`config.mk`:
```
export PLATFORM = sky130hd
export DESIGN_NAME = fp_div_operand_feeder
export DESIGN_NICKNAME = d
export VERILOG_FILES = /design/src/rtl/fp_div_pkg.sv /design/src/rtl/fp_div_vec_rom.sv /design/src/rtl/fp_div_operand_feeder.sv
export SDC_FILE = /design/constraint.sdc
export NUM_CORES = 1
export LEC_CHECK = 0
export CAP_MARGIN = 0
export CORE_ASPECT_RATIO = 1.4
export CORE_MARGIN = 2
export CORE_UTILIZATION = 55
export CTS_CLUSTER_DIAMETER = 30
export DETAILED_ROUTE_END_ITERATION = 16
export DONT_BUFFER_PORTS = 1
export HOLD_SLACK_MARGIN = 0.1
export PLACE_DENSITY = 0.78
export RECOVER_POWER = 100
export SYNTH_ARGS = -nofsm -noshare
export SYNTH_HDL_FRONTEND = slang
export SYNTH_SLANG_ARGS = --single-unit
```
`constraint.sdc`:
```
create_clock -name clk -period 3.45 [get_ports clk]
set_input_delay 0.5175 -clock clk [delete_from_list [all_inputs] [get_ports clk]]
set_output_delay 0.5175 -clock clk [all_outputs]
set_load 0.03 [all_outputs]
```
`src/rtl/fp_div_pkg.sv`:
```
// -----------------------------------------------------------------------------
// fp_div_pkg
// Shared types and constants for the FP divider operand feeder.
//   fp32_t     : raw IEEE-754 single-precision word
//   fp_pair_t  : one {dividend, divisor} table entry
//   state_t    : feeder FSM states
//   VEC_A/B    : fixed operand table (TABLE_LEN entries)
// -----------------------------------------------------------------------------
package fp_div_pkg;

    typedef logic [31:0] fp32_t;

    typedef struct packed {
        fp32_t a;
        fp32_t b;
    } fp_pair_t;

    typedef enum logic [1:0] {
        IDLE,
        ISSUE,
        GAP,
        DONE
    } state_t;

    localparam int TABLE_LEN   = 8;
    localparam int TABLE_IDX_W = 3;

    // Dividends: 6.0, 1.0, -10.0, 0.0, 1.0, +inf, qNaN, 100.0
    localparam fp32_t VEC_A [TABLE_LEN] = '{
        32'h40C0_0000, 32'h3F80_0000, 32'hC120_0000, 32'h0000_0000,
        32'h3F80_0000, 32'h7F80_0000, 32'h7FC0_0000, 32'h42C8_0000
    };

    // Divisors: 2.0, 3.0, 4.0, 5.0, 0.0, 2.0, 1.0, -0.5
    localparam fp32_t VEC_B [TABLE_LEN] = '{
        32'h4000_0000, 32'h4040_0000, 32'h4080_0000, 32'h40A0_0000,
        32'h0000_0000, 32'h4000_0000, 32'h3F80_0000, 32'hBF00_0000
    };

endpackage

```
`src/rtl/fp_div_vec_rom.sv`:
```
// -----------------------------------------------------------------------------
// fp_div_vec_rom
// Combinational index -> {A, B} lookup over the package operand table.
// Indices beyond the table length wrap modulo TABLE_LEN.
// Ports:
//   idx_i   in   IDX_W   table index
//   pair_o  out  64      {dividend, divisor} at idx_i
// -----------------------------------------------------------------------------
module fp_div_vec_rom
    import fp_div_pkg::*;
#(
    parameter int IDX_W = 3
) (
    input  logic [IDX_W-1:0] idx_i,
    output fp_pair_t         pair_o
);

    logic [TABLE_IDX_W-1:0] entry;

    // NOTE: the table is a constant, so there is nothing to reset here; only
    // the feeder's registered copy of the data carries a reset value.
    always_comb begin
        entry    = TABLE_IDX_W'(32'(idx_i));
        pair_o.a = VEC_A[entry];
        pair_o.b = VEC_B[entry];
    end

endmodule

```
`src/rtl/fp_div_operand_feeder.sv`:
```
// -----------------------------------------------------------------------------
// fp_div_operand_feeder
// Walks the fixed operand table and presents each dividend/divisor pair on two
// independent AXI4-Stream channels, honouring each tready separately. A pair
// completes once both beats have been accepted (in any order, or together).
//
// Build option: define FP_DIV_FEEDER_LOOP_EN to wrap to index 0 after the last
// pair and keep issuing forever (DONE never reached). Undefined: one pass per
// start, then DONE until the next start.
//
// Ports:
//   clk              in   1      clock, posedge
//   rstn             in   1      synchronous active-low reset
//   start            in   1      begin a pass (honoured in IDLE / DONE only)
//   s_axis_a_tdata   out  32     dividend
//   s_axis_a_tvalid  out  1      dividend valid
//   s_axis_a_tready  in   1      dividend accepted
//   s_axis_b_tdata   out  32     divisor
//   s_axis_b_tvalid  out  1      divisor valid
//   s_axis_b_tready  in   1      divisor accepted
//   idx_out          out  IDX_W  index of pair being issued
//   busy             out  1      high in ISSUE or GAP
//   done             out  1      high in DONE
// -----------------------------------------------------------------------------
module fp_div_operand_feeder
    import fp_div_pkg::*;
#(
    parameter int NUM_VEC    = 8,
    parameter int GAP_CYCLES = 0
) (
    input  logic                       clk,
    input  logic                       rstn,
    input  logic                       start,
    output logic [31:0]                s_axis_a_tdata,
    output logic                       s_axis_a_tvalid,
    input  logic                       s_axis_a_tready,
    output logic [31:0]                s_axis_b_tdata,
    output logic                       s_axis_b_tvalid,
    input  logic                       s_axis_b_tready,
    output logic [$clog2(NUM_VEC)-1:0] idx_out,
    output logic                       busy,
    output logic                       done
);

    localparam int IDX_W = $clog2(NUM_VEC);
    localparam logic [IDX_W-1:0] IDX_LAST = IDX_W'(NUM_VEC - 1);

    // Counter runs 0 .. GAP_CYCLES-1 while in GAP.
    localparam int GAP_W = (GAP_CYCLES > 1) ? $clog2(GAP_CYCLES) : 1;
    localparam logic [GAP_W-1:0] GAP_LAST = GAP_W'((GAP_CYCLES > 0) ? GAP_CYCLES - 1 : 0);

    state_t           state_q, state_d;
    logic [IDX_W-1:0] idx_q, idx_d;
    logic [GAP_W-1:0] gap_cnt_q, gap_cnt_d;
    logic             a_sent_q, a_sent_d;
    logic             b_sent_q, b_sent_d;
    fp32_t            a_data_q, b_data_q;
    logic             load;
    logic             a_hs, b_hs, pair_done;
    fp_pair_t         rom_pair;

    // The ROM looks up the *next* index so the registered tdata is already
    // correct on the first cycle tvalid is asserted for that pair.
    fp_div_vec_rom #(.IDX_W(IDX_W)) u_rom (
        .idx_i  (idx_d),
        .pair_o (rom_pair)
    );

    assign s_axis_a_tvalid = (state_q == ISSUE) && !a_sent_q;
    assign s_axis_b_tvalid = (state_q == ISSUE) && !b_sent_q;
    assign s_axis_a_tdata  = a_data_q;
    assign s_axis_b_tdata  = b_data_q;
    assign idx_out         = idx_q;
    assign busy            = (state_q == ISSUE) || (state_q == GAP);
    assign done            = (state_q == DONE);

    assign a_hs      = s_axis_a_tvalid && s_axis_a_tready;
    assign b_hs      = s_axis_b_tvalid && s_axis_b_tready;
    // A beat accepted this very cycle counts the same as one accepted earlier.
    assign pair_done = (a_sent_q || a_hs) && (b_sent_q || b_hs);

    // NOTE: every signal written here gets a default first, so no path can
    // leave one unassigned and infer a latch.
    always_comb begin
        state_d   = state_q;
        idx_d     = idx_q;
        gap_cnt_d = gap_cnt_q;
        a_sent_d  = a_sent_q;
        b_sent_d  = b_sent_q;
        load      = 1'b0;

        case (state_q)
            IDLE, DONE: begin
                if (start) begin
                    state_d = ISSUE;
                    idx_d   = '0;
                    load    = 1'b1;
                end
            end

            ISSUE: begin
                if (pair_done) begin
                    a_sent_d = 1'b0;
                    b_sent_d = 1'b0;
                    if (idx_q == IDX_LAST) begin
`ifdef FP_DIV_FEEDER_LOOP_EN
                        idx_d   = '0;
                        load    = 1'b1;
                        state_d = (GAP_CYCLES > 0) ? GAP : ISSUE;
`else
                        state_d = DONE;
`endif
                    end else begin
                        idx_d   = idx_q + 1'b1;
                        load    = 1'b1;
                        state_d = (GAP_CYCLES > 0) ? GAP : ISSUE;
                    end
                end else begin
                    a_sent_d = a_sent_q || a_hs;
                    b_sent_d = b_sent_q || b_hs;
                end
            end

            GAP: begin
                if (gap_cnt_q == GAP_LAST) begin
                    state_d   = ISSUE;
                    gap_cnt_d = '0;
                end else begin
                    gap_cnt_d = gap_cnt_q + 1'b1;
                end
            end

            default: state_d = IDLE;
        endcase
    end

    // NOTE: state uses non-blocking assignments so every register samples
    // the pre-edge values; reset is synchronous, checked inside the clocked block.
    always_ff @(posedge clk) begin
        if (!rstn) begin
            state_q   <= IDLE;
            idx_q     <= '0;
            gap_cnt_q <= '0;
            a_sent_q  <= 1'b0;
            b_sent_q  <= 1'b0;
            a_data_q  <= '0;
            b_data_q  <= '0;
        end else begin
            state_q   <= state_d;
            idx_q     <= idx_d;
            gap_cnt_q <= gap_cnt_d;
            a_sent_q  <= a_sent_d;
            b_sent_q  <= b_sent_d;
            if (load) begin
                a_data_q <= rom_pair.a;
                b_data_q <= rom_pair.b;
            end
        end
    end

endmodule

```
==> results by group, run 1 <==
STA
  • Final Hold Violating Endpoints: 0
  • Period utilization: approximately four fifths
  • Min Clock Period, post-route: ~2700 ps
  • Unrepaired setup endpoints after global routing: no
  • Setup Viol. Count Final: 0
  • Worst-margin pin slew: approximately 1700 ps
  • Final slew viol count: 2
  • Setup TNS: 0 ps
  • Maximum clock rate: roughly 370 MHz
  • Relative slew slack: -13.5%
  • Clock skew: ~1.5 ps

Floorplan
  • Die W: roughly 47 µm
  • Die area: ~0.0031 mm²
  • I/O Pins: 76
  • Core region area: roughly 0.0026 mm²
  • Die H: around 65 µm
  • Starting Density: around 57%
  • Cell Rows: 22

Clock network
  • CTS hold repair buffers: 0
  • Clk_lat worst skew: slightly below 300 ps
  • Worst-path clk slew: around 110 ps
  • Longest Clk Path Bufs: 2
  • Number of CTS-inserted buffers: 3
  • Post-CTS Setup Bufs: 0
  • Cts repair resizes: 0
  • CTS tree: done
  • CTS Sinks: 20
  • CTS root buffer: clkbuf_4
  • H-tree depth: 1

Setup path
  • Setup crit start: state_q[1]
  • Reg-to-reg startpoint: state_q[1]
  • Max incr delay on CP: around 770 ps
  • CP Cell Sequence: inv_1 -> ha_1 -> a21o_1 -> nand4_1 -> a21oi_1 -> nand2_1 -> o31ai_1
  • Setup crit end kind: flip-flop
  • R2r setup slk: between 700 and 800 ps
  • Setup CP Type: flip-flop to flip-flop
  • Crit Path Max Fanout: 15
  • Worst EP arrival: slightly below 3000 ps
  • CP max stage cell: a21oi_1
  • Crit path required time: 3670 ps
  • Worst Setup Start Kind: flip-flop
  • Cells on worst reg2reg path: 7
  • Crit Reg-Reg Endpoint: s_axis_a_tdata[29]

Run status
  • Outcome: complete, but fails checks
  • Failing checks: max-capacitance violations, max-slew violations

Synth
  • Mapped cell area: 0.00146 mm²
  • Unique masters post-synth: 34
  • Ranking of synthesized cells by area: dfxtp_1 28%, buf_4 27%, ha_1 7.7%
  • Synthesized flop and latch total: 20
  • Mapped Cells: 178
  • Synthesized area per cell: around 8.2 µm²
  • Yosys top cell by area: dfxtp_1
  • Synth top area share: 27.5%
  • Synth warnings: 0
  • Sequential-to-total area share from yosys stat: approximately 28%

Route
  • WL per Instance: around 12 µm
  • Drt pass-1 iters: 4
  • Final WL: approximately 2.4 mm
  • DR DRC count: 0
  • Drt via density: 4.71
  • Starting DRT DRC Count: 9
  • Vias: approximately 950
  • Final ANT Viol Nets: 0

Finish
  • Antenna diodes: 0
  • Layout Nets: 180
  • Non-filler cells, final: ~200
  • Syn-to-layout area delta: -13.2%
  • Ratio of cells with drive above 1 in the final layout: approximately 5.5%

Min path
  • Hold WC Path Type: input pin to flip-flop
  • Min-delay src: rstn
  • Worst hold endpoint: s_axis_b_tdata[30]
  • Hold depth: 2

Power
  • PD cells: between 400 and 500 mW/mm²
  • Lkg Pwr: around 0.6 nW
  • VDD IR max: between 0.2 and 0.3 mV

Global route
  • Vias in the first global route: around 850
  • Total GRT Usage: around 16%
  • Largest net degree at the start of global routing: 16
  • GR Overflow Total: 0
  • Initial antenna violation count: 0
  • First-pass GRT wire length: between 3 and 4 mm

Place
  • Port-buffer cells: 0
  • Post-DP HPWL: around 1.9 mm
  • Dpl cells: approximately 200
  • Gpl congestion: 0.870

Job
  • Total of max-cap violations: 1
[cell usage in the layout (no fill, tap or decap), drive strengths merged]
cell,Yosys,final
a211oi,1,1
a21o,3,3
a21oi,13,13
a31o,1,1
a31oi,1,1
and2,2,2
and3,4,4
and4b,1,1
bufinv,0,1
clkbuf,2,3
conb,1,41
dfxtp,20,20
ha,9,9
inv,7,7
nand2,12,12
nand3,9,9
nand4,3,3
nor2,11,11
nor2b,4,4
nor3,4,4
nor3b,1,1
o211ai,1,1
o21ai,7,7
o31ai,6,6
[how the worst max path moves through the flow]
stage / endpoint / slack [ps] / cells past startpoint
6_report: s_axis_a_tdata[29] / 740 / 7
5_1_grt: s_axis_a_tdata[29] / 490 / 6
4_1_cts: s_axis_a_tdata[29] / 940 / 10
3_5_place_dp: s_axis_a_tdata[29] / 970 / 10
3_3_place_gp: s_axis_a_tdata[24] / 1090 / 10
2_1_floorplan: s_axis_a_tdata[24] / 1250 / 9
[stage by stage]
step	hold WS (ps)	total power [mW]	area [µm²]	setup slack, ps	utilization [%]
after floorplan	469	0.426	1610	1250	-
after CTS	342	0.586	1290	937	50.3
after global placement	478	0.393	1240	1090	48.3
final	352	0.578	1260	743	49.4
after global routing	347	0.604	1260	488	49.4
after detailed placement	499	0.396	1240	971	48.3
[flip-flops by register name, indices dropped and copies added (netlist names)]
register and cells:
s_axis_b_tdata 5, idx_out 3, state_q 2, a_sent_q 1
b_sent_q 1, s_axis_a_tdata 8
[cell families after synthesis]
logic type | count (synthesis) | share of synthesized area [%]
buffers and inverters | 64 | 30.4
adders and majority gates | 9 | 7.74
and+or+nand+nor | 51 | 18.7
AOI/OAI and AO/OA | 33 | 15.5
other | 1 | 0.258
DFF | 20 | 27.5
[cells in the mapped netlist, drive strengths merged]
master and count:
buf 55, dfxtp 20, a21oi 13, nand2 12, nor2 11, ha 9, nand3 9, inv 7
o21ai 7, o31ai 6, and3 4, nor2b 4, nor3 4, a21o 3, nand4 3, and2 2
clkbuf 2, a211oi 1, a31o 1, a31oi 1, and4b 1, conb 1, nor3b 1, o211ai 1
[per-layer routing]
| layer | GRT usage, % | vias to the layer above | share of wire [%] |
|---|---|---|---|
| li1 | - | 476 | - |
| met1 | 19.0 | 432 | 39 |
| met2 | 28.7 | 34 | 53 |
| met3 | 3.34 | 4 | 7.0 |
| met4 | 4.17 | 0 | 0.89 |
| met5 | 0 | - | 0 |
[area by class of cell]
| class | count | area [µm²] |
|---|---|---|
| fill | 273 | 1300 |
| multi-input combinational | 134 | 739 |
| sequential | 20 | 400 |
| tap | 36 | 45.0 |
| clock inverter | 1 | 30.0 |
| inverter | 7 | 26.3 |
| clock buffer | 3 | 22.5 |
[where the power goes]
| part | switching (mW) | total (mW) | internal [mW] |
|---|---|---|---|
| clock network | 0.0721 | 0.189 | 0.117 |
| logic | 0.105 | 0.125 | 0.0205 |
| registers | 0.0221 | 0.263 | 0.241 |
[critical path: cells and delay by family (launching register included)]
family                     cells  cell delay (ps)
AOI/OAI and AO/OA              3             1360
adders and majority gates      1              430
buffers and inverters          1               80
DFF                            1              360
and+or+nand+nor                2              390
(Power assumes the default switching activity.)
==> run 2: changes to the inputs <==
- ABC_AREA: not set -> 1
- clock period: 3.45 -> 2.57 ns (I/O delays scaled with it)
==> run 2 against run 1 <==
The run now ends clean; wire length is 4.1% lower; critical endpoint is now s_axis_a_tdata[24]; sequential power is 61% higher; clock power is 38% higher; hold slack worse by 150 ps.
==> results by group, run 2 <==
Setup path
  • Crit path required time: 2810 ps (-860 ps)
  • Crit Reg-Reg Endpoint: s_axis_a_tdata[24]
  • Worst Setup Start Kind: flip-flop
  • Setup crit end kind: flip-flop
  • Setup crit start: state_q[1]
  • Setup CP Type: flip-flop to flip-flop
  • R2r setup slk: 420 ps (-320 ps)
  • Worst EP arrival: 2390 ps (-530 ps)
  • Reg-to-reg startpoint: state_q[1]
  • Cells on worst reg2reg path: 15 (+8)
  • Crit Path Max Fanout: 6 (-9)

Synth
  • Ranking of synthesized cells by area: dfxtp_1 28%, buf_4 27%, nand2_1 8.1%
  • Count leader, synth: buf_4
  • Synth Area in Simple Gates: 20.1% (+1.4 points)
  • Synthesized flop and latch total: 20 (unchanged)
  • Yosys top cell by area: dfxtp_1
  • Multiplexer share of the synthesized area: 0% (unchanged)
  • EDFF count, synth: 0 (unchanged)
  • XOR/XNOR Fraction of Synth Area: 0.611% (+0.61 points)
  • Unique masters post-synth: 27 (-21%)
  • Main synth FF type: dfxtp_1
  • Post-synth top cells: 51 x buf_4, 31 x nand2_1, 20 x dfxtp_1, 20 x inv_1, 15 x nor2_1
  • Synthesized area per cell: 7.42 µm² (-9.2%)
  • Sequential-to-total area share from yosys stat: 27.9% (+0.43 points)
  • Main combinational cell family by area after synthesis: buffers and inverters
  • Synth warnings: 0 (unchanged)
  • Mapped cell area: 0.00143 mm² (-1.5%)
  • Mapped Cells: 193 (+8.4%)
  • Post-synthesis compound-gate area fraction: 9.17% (-6.3 points)
  • Adder-cell share of the synthesized area: 7.86% (+0.12 points)
  • Synth top area share: 27.9% (+0.43 points)
  • Post-synth ARST share: 0% (unchanged)

Place
  • Post-DP HPWL: 1.78 mm (-4.8%)
  • DP Area: 0.00126 mm² (+1.8%)
  • Port-buffer cells: 0 (unchanged)
  • Dpl cells: 218 (+11%)
  • Gpl congestion: 0.793 (-8.9%)

Finish
  • Final instance area: 0.00129 mm² (+1.9%)
  • Syn-to-layout area delta: -10.1%
  • Commonest non-fill, non-tap cell in the layout: conb_1
  • Ratio of cells with drive above 1 in the final layout: 7.45% (+2.0 points)
  • Antenna diodes: 0 (unchanged)
  • Final design utilization: 52.7% (+3.3 points)
  • Commonest non-fill, non-tap cells in the layout: 41 x conb_1, 33 x nand2_1, 22 x inv_1
  • Max FFs per register: 8 (unchanged)
  • Fillers: 257 (-5.9%)
  • Layout Nets: 203 (+13%)
  • Non-filler cells, final: 222 (+10%)

Route
  • Drt via density: 4.46 (-5.2%)
  • DR DRC count: 0 (unchanged)
  • Final WL: 2.28 mm (-4.1%)
  • Drt pass-1 iters: 4 (unchanged)
  • Vias: 990 (+4.7%)
  • WL per Instance: 10.2 µm (-13%)
  • Final ANT Viol Nets: 0 (unchanged)
  • Starting DRT DRC Count: 16 (+7)

Floorplan
  • Die H: 64.4 µm (-0.72%)
  • Core region area: 0.00244 mm² (-4.5%)
  • I/O Pins: 76 (unchanged)
  • Die W: 47.1 µm (-0.71%)
  • Cell Rows: 21 (-4.5%)
  • Die area: 0.00304 mm² (-1.4%)
  • Starting Density: 58.6% (+1.8 points)

Power
  • Share of power burned in registers: 41.9% (-3.7 points)
  • Combinational share of power: 32.5% (+11 points)
  • Switch share: 43.1% (+8.7 points)
  • Internal power: 0.576 mW (+52%)
  • VDD IR max: 0.467 mV (+79%)
  • Clk network pwr share: 25.6% (-7.2 points)
  • Lkg Pwr: 0.664 nW (+11%)
  • PD cells: 787 mW/mm² (+72%)
  • Overall Power: 1.01 mW (+75%)
  • Sw power: 0.437 mW (+120%)

Clock network
  • Clk_lat worst skew: 310 ps (+20 ps)
  • Worst-path clk slew: 120 ps (about the same)
  • CTS tree: done
  • Cts repair resizes: 0 (unchanged)
  • Post-CTS Setup Bufs: 0 (unchanged)
  • CTS hold repair buffers: 0 (unchanged)
  • CTS root buffer: clkbuf_4
  • Number of CTS-inserted buffers: 3 (unchanged)
  • H-tree depth: 1 (unchanged)
  • CTS Sinks: 20 (unchanged)
  • Longest Clk Path Bufs: 2 (unchanged)

Global route
  • Vias in the first global route: 881 (+3.9%)
  • Largest net degree at the start of global routing: 18 (+2)
  • GR Overflow Total: 0 (unchanged)
  • Initial antenna violation count: 0 (unchanged)
  • First-pass GRT wire length: 3.72 mm (-0.53%)
  • Total GRT Usage: 16.9% (+0.61 points)

STA
  • Relative slew slack: 6.20% (+20 points)
  • Period utilization: 83.5% (+5.1 points)
  • Min Clock Period, post-route: 2150 ps (-560 ps)
  • Worst-margin pin slew: 1410 ps (-287 ps)
  • Unrepaired setup endpoints after global routing: no
  • Maximum clock rate: 466 MHz (+26%)
  • Setup TNS: 0 ps (unchanged)
  • Clock skew: 2.98 ps (+1.47 ps)
  • Final Hold Violating Endpoints: 0 (unchanged)
  • Final slew viol count: 0 (-2)
  • Setup Viol. Count Final: 0 (unchanged)

Min path
  • Hold depth: 2 (unchanged)
  • Min-delay src: rstn
  • Hold WC Path Type: input pin to flip-flop
  • Worst hold endpoint: s_axis_a_tdata[19]

Run status
  • Outcome: completed

Job
  • Total of max-cap violations: 0 (-1)
-- run 2: cell types whose count changed after synthesis, sizes merged, moves of 3 or more --
cell	change
inv	+16
a21o	-3
nand2	+22
nor2b	-4
buf	-3
nor3	-4
nor2	+5
o31ai	-6
-- run 2: worst max-delay path by stage --
stage	to	cells after the start	slack, ps
2_1_floorplan	s_axis_a_tdata[29]	10	460
3_3_place_gp	s_axis_a_tdata[24]	15	580
3_5_place_dp	s_axis_a_tdata[24]	15	540
4_1_cts	s_axis_a_tdata[24]	15	440
5_1_grt	s_axis_a_tdata[24]	15	190
6_report	s_axis_a_tdata[24]	15	420
-- run 2: cell type report --
cell class / instances / area [µm²] / share of cell area [%]
Clock buffer: 3 / 22.5 / 1.75
Clock inverter: 1 / 30.0 / 2.33
Inverter: 24 / 90.1 / 7.00
Multi-Input combinational cell: 136 / 682 / 53.0
Sequential cell: 20 / 402 / 31.2
Tap cell: 34 / 42.5 / 3.30
Timing Repair Buffer: 4 / 18.8 / 1.46
-- run 2: worst max-delay path, cell delays in order, from the launching register on --
cell,delay [ps]
dfxtp_1,370
inv_1,60
ha_1,240
nand2_1,90
nand2_1,120
nand3_4,130
xor2_1,180
nor2_1,80
nor2_1,120
inv_1,90
ha_1,220
nand2_1,90
nand2_1,50
inv_1,80
nand2_1,50
a21oi_1,110
-- run 2: cell families after synthesis --
logic type | after synthesis
buf+inv | 77
simple gates | 63
other cells | 1
flops | 20
xor+xnor | 1
fa+ha+maj | 9
compound gates | 22
-- run 2: through the flow --
step	hold WS (ps)	setup WS, ps
finish	203	423
global route	196	194
CTS	192	439
detailed placement	470	540
global placement	476	580
floorplan	477	459
-- run 2: power by group through the flow --
stage               clock [mW]  sequential [mW]  combinational, mW
floorplan                    0            0.422              0.370
global placement             0            0.432              0.335
detailed placement           0            0.433              0.338
CTS                      0.268            0.425              0.342
global route             0.283            0.429              0.371
finish                   0.260            0.424              0.329
-- run 2: layer usage --
| layer | track usage [%] | routed length (µm) | vias to the layer above |
|---|---|---|---|
| li1 | - | - | 496 |
| met1 | 18.2 | 834 | 430 |
| met2 | 28.9 | 1190 | 56 |
| met3 | 2.82 | 164 | 8 |
| met4 | 10.1 | 82 | 0 |
| met5 | 0 | 0 | - |
==> run 3: changes to the inputs <==
- clock period: 2.57 -> 2.1 ns (I/O delays scaled with it)
==> run 3 against run 2 <==
Core utilization grew 6.3 points; non-clock buffer count grew 10; hold slack lost 72 ps; power grew 32%; count of clock-buffer cells in the layout is the same; final cell count grew 4.5%; clock skew shrank 0.61 ps.
==> results by group, run 3 (synthesis gave the netlist of run 2 again) <==
Route
  • DR DRC count: 0 (unchanged)
  • Drt via density: 4.38 (-1.9%)
  • WL per Instance: 10.1 µm (-1.1%)
  • Starting DRT DRC Count: 24 (+8)
  • Final ANT Viol Nets: 0 (unchanged)
  • Drt pass-1 iters: 4 (unchanged)
  • Vias: 1,015 (+2.5%)
  • Final WL: 2.35 mm (+3.4%)

Floorplan
  • Starting Density: 58.6% (unchanged)
  • Cell Rows: 21 (unchanged)
  • I/O Pins: 76 (unchanged)
  • Core region area: 0.00244 mm² (unchanged)
  • Die H: 64.4 µm (unchanged)
  • Die W: 47.1 µm (unchanged)
  • Die area: 0.00304 mm² (unchanged)

Clock network
  • CTS tree: done
  • Worst-path clk slew: 110 ps (about the same)
  • CTS root buffer: clkbuf_4
  • H-tree depth: 1 (unchanged)
  • Number of CTS-inserted buffers: 3 (unchanged)
  • CTS hold repair buffers: 0 (unchanged)
  • CTS Sinks: 20 (unchanged)
  • Longest Clk Path Bufs: 2 (unchanged)
  • Clk_lat worst skew: 300 ps (about the same)

Setup path
  • CP Cell Sequence: inv_4 -> ha_4 -> nand2_1 -> nand2_2 -> nand3_4 -> xor2_1 -> nor2_1 -> nor2_1 -> inv_1 -> ha_1 -> nand2_1 -> nand2_1 -> inv_2 -> nand2_1 -> a21oi_2
  • Worst Setup Start Kind: flip-flop
  • CP max stage cell: dfxtp_4
  • Crit Path Max Fanout: 5 (-1)
  • Crit Reg-Reg Endpoint: s_axis_a_tdata[24]
  • Crit path required time: 2350 ps (-460 ps)
  • Crit path buf inv count: 3 (unchanged)
  • R2r setup slk: 190 ps (-240 ps)
  • Delay-heaviest family, CP: simple AND/OR/NAND/NOR gates
  • Reg-to-reg startpoint: state_q[1]
  • Max incr delay on CP: 380 ps (about the same)
  • Setup crit end kind: flip-flop
  • Cells on worst reg2reg path: 15 (unchanged)
  • Setup CP Type: flip-flop to flip-flop
  • CP dominant cell by count: nand2_1
  • Worst EP arrival: 2160 ps (-230 ps)

Global route
  • Busiest grt layer: met2
  • Initial antenna violation count: 0 (unchanged)
  • GRT met1 Usage: 18.2% (-0.032 points)
  • Vias in the first global route: 867 (-1.6%)
  • Met3 Usage GRT: 3.67% (+0.85 points)
  • Total GRT Usage: 16.7% (-0.28 points)
  • Met2 GRT Util: 27.6% (-1.4 points)
  • First-pass GRT wire length: 3.60 mm (-3.2%)
  • Largest net degree at the start of global routing: 15 (-3)
  • GR Overflow Total: 0 (unchanged)

STA
  • Minimum hold slack: 131 ps (-71.5 ps)
  • Worst-margin pin slew: 599 ps (-814 ps)
  • Final slew viol count: 0 (unchanged)
  • Setup Viol. Count Final: 0 (unchanged)
  • Relative slew slack: 60.0% (+54 points)
  • Clock skew: 2.37 ps (-0.608 ps)
  • Final Hold Violating Endpoints: 0 (unchanged)
  • Maximum clock rate: 522 MHz (+12%)
  • Period utilization: 91.2% (+7.6 points)
  • Min Clock Period, post-route: 1910 ps (-233 ps)

Power
  • Overall Power: 1.33 mW (+32%)
  • Share of power burned in registers: 39.7% (-2.2 points)
  • Combinational share of power: 36.8% (+4.3 points)
  • Sw power: 0.564 mW (+29%)
  • Clk network pwr share: 23.6% (-2.0 points)
  • Lkg Pwr: 0.730 nW (+10%)
  • Switch share: 42.3% (-0.82 points)
  • PD cells: 925 mW/mm² (+17%)
  • Internal power: 0.770 mW (+34%)
  • VDD IR max: 0.490 mV (+4.8%)

Min path
  • Min-delay src: rstn
  • Worst hold endpoint: s_axis_a_tdata[19]
  • Hold WC Path Type: input pin to flip-flop
  • Hold depth: 2 (unchanged)

Finish
  • Antenna diodes: 0 (unchanged)
  • Fillers: 247 (-3.9%)
  • Syn-to-layout area delta: 0.698%
  • Layout Nets: 213 (+4.9%)
  • Non-filler cells, final: 232 (+4.5%)
  • Max FFs per register: 8 (unchanged)
  • Commonest non-fill, non-tap cells in the layout: 41 x conb_1, 30 x nand2_1, 18 x inv_1
  • Commonest non-fill, non-tap cell in the layout: conb_1
  • Ratio of cells with drive above 1 in the final layout: 20.7% (+13 points)

Run status
  • Outcome: completed

Job
  • Total of max-cap violations: 0 (unchanged)

Place
  • Port-buffer cells: 0 (unchanged)
  • Gpl congestion: 0.759 (-4.3%)
  • Dpl cells: 222 (+1.8%)
  • Post-DP HPWL: 1.78 mm (about the same)
-- run 3: timing repair --
item,4_1_cts,5_1_grt
setup buffers,0,6
endpoints found under the setup margin,0,10
gates resized for setup,0,12
-- run 3: area by class of cell --
class	instances	area, µm²	share of cell area [%]
Inverter	24	92.6	6.42
Multi-Input combinational cell	136	726	50.3
Clock buffer	3	22.5	1.56
Timing Repair Buffer	14	118	8.15
Tap cell	34	42.5	2.95
Clock inverter	1	30.0	2.08
Sequential cell	20	412	28.5
-- run 3: power groups by stage --
stage,Sequential [mW],Clock [mW],Combinational (mW)
2_1_floorplan,0.517,0,0.453
3_3_place_gp,0.529,0,0.420
3_5_place_dp,0.530,0,0.426
4_1_cts,0.521,0.325,0.429
5_1_grt,0.535,0.342,0.546
6_report,0.529,0.314,0.491
-- run 3: worst register-to-register path, stage by stage, from the launching register on --
cell and delay, ps:
dfxtp_4 380, inv_4 60, ha_4 150, nand2_1 60
nand2_2 100, nand3_4 110, xor2_1 170, nor2_1 50
nor2_1 130, inv_1 80, ha_1 190, nand2_1 90
nand2_1 60, inv_2 50, nand2_1 50, a21oi_2 120
-- run 3: metrics by stage --
stage          cell area [µm²]  setup WS [ps]  util (%)  TNS (ps)
2_1_floorplan             1590            104         -         0
3_3_place_gp              1300            158      53.4         0
3_5_place_dp              1300            111      53.4         0
4_1_cts                   1360           87.9      55.5         0
5_1_grt                   1440          -7.19      59.0     -7.19
6_report                  1440            186      59.0         0
-- run 3: worst max-delay path by stage --
stage / from / endpoint / cells after the start
2_1_floorplan: state_q[1] / s_axis_a_tdata[29] / 12
3_3_place_gp: state_q[1] / s_axis_a_tdata[22] / 14
3_5_place_dp: state_q[1] / s_axis_a_tdata[29] / 12
4_1_cts: state_q[1] / s_axis_a_tdata[24] / 15
5_1_grt: state_q[1] / s_axis_a_tdata[24] / 15
6_report: state_q[1] / s_axis_a_tdata[24] / 15
-- run 3: routing by layer --
| metal | up-vias | routed length, µm |
|---|---|---|
| met5 | - | 0 |
| met4 | 0 | 51 |
| met3 | 5 | 178 |
| met2 | 49 | 1190 |
| met1 | 440 | 929 |
| li1 | 521 | - |
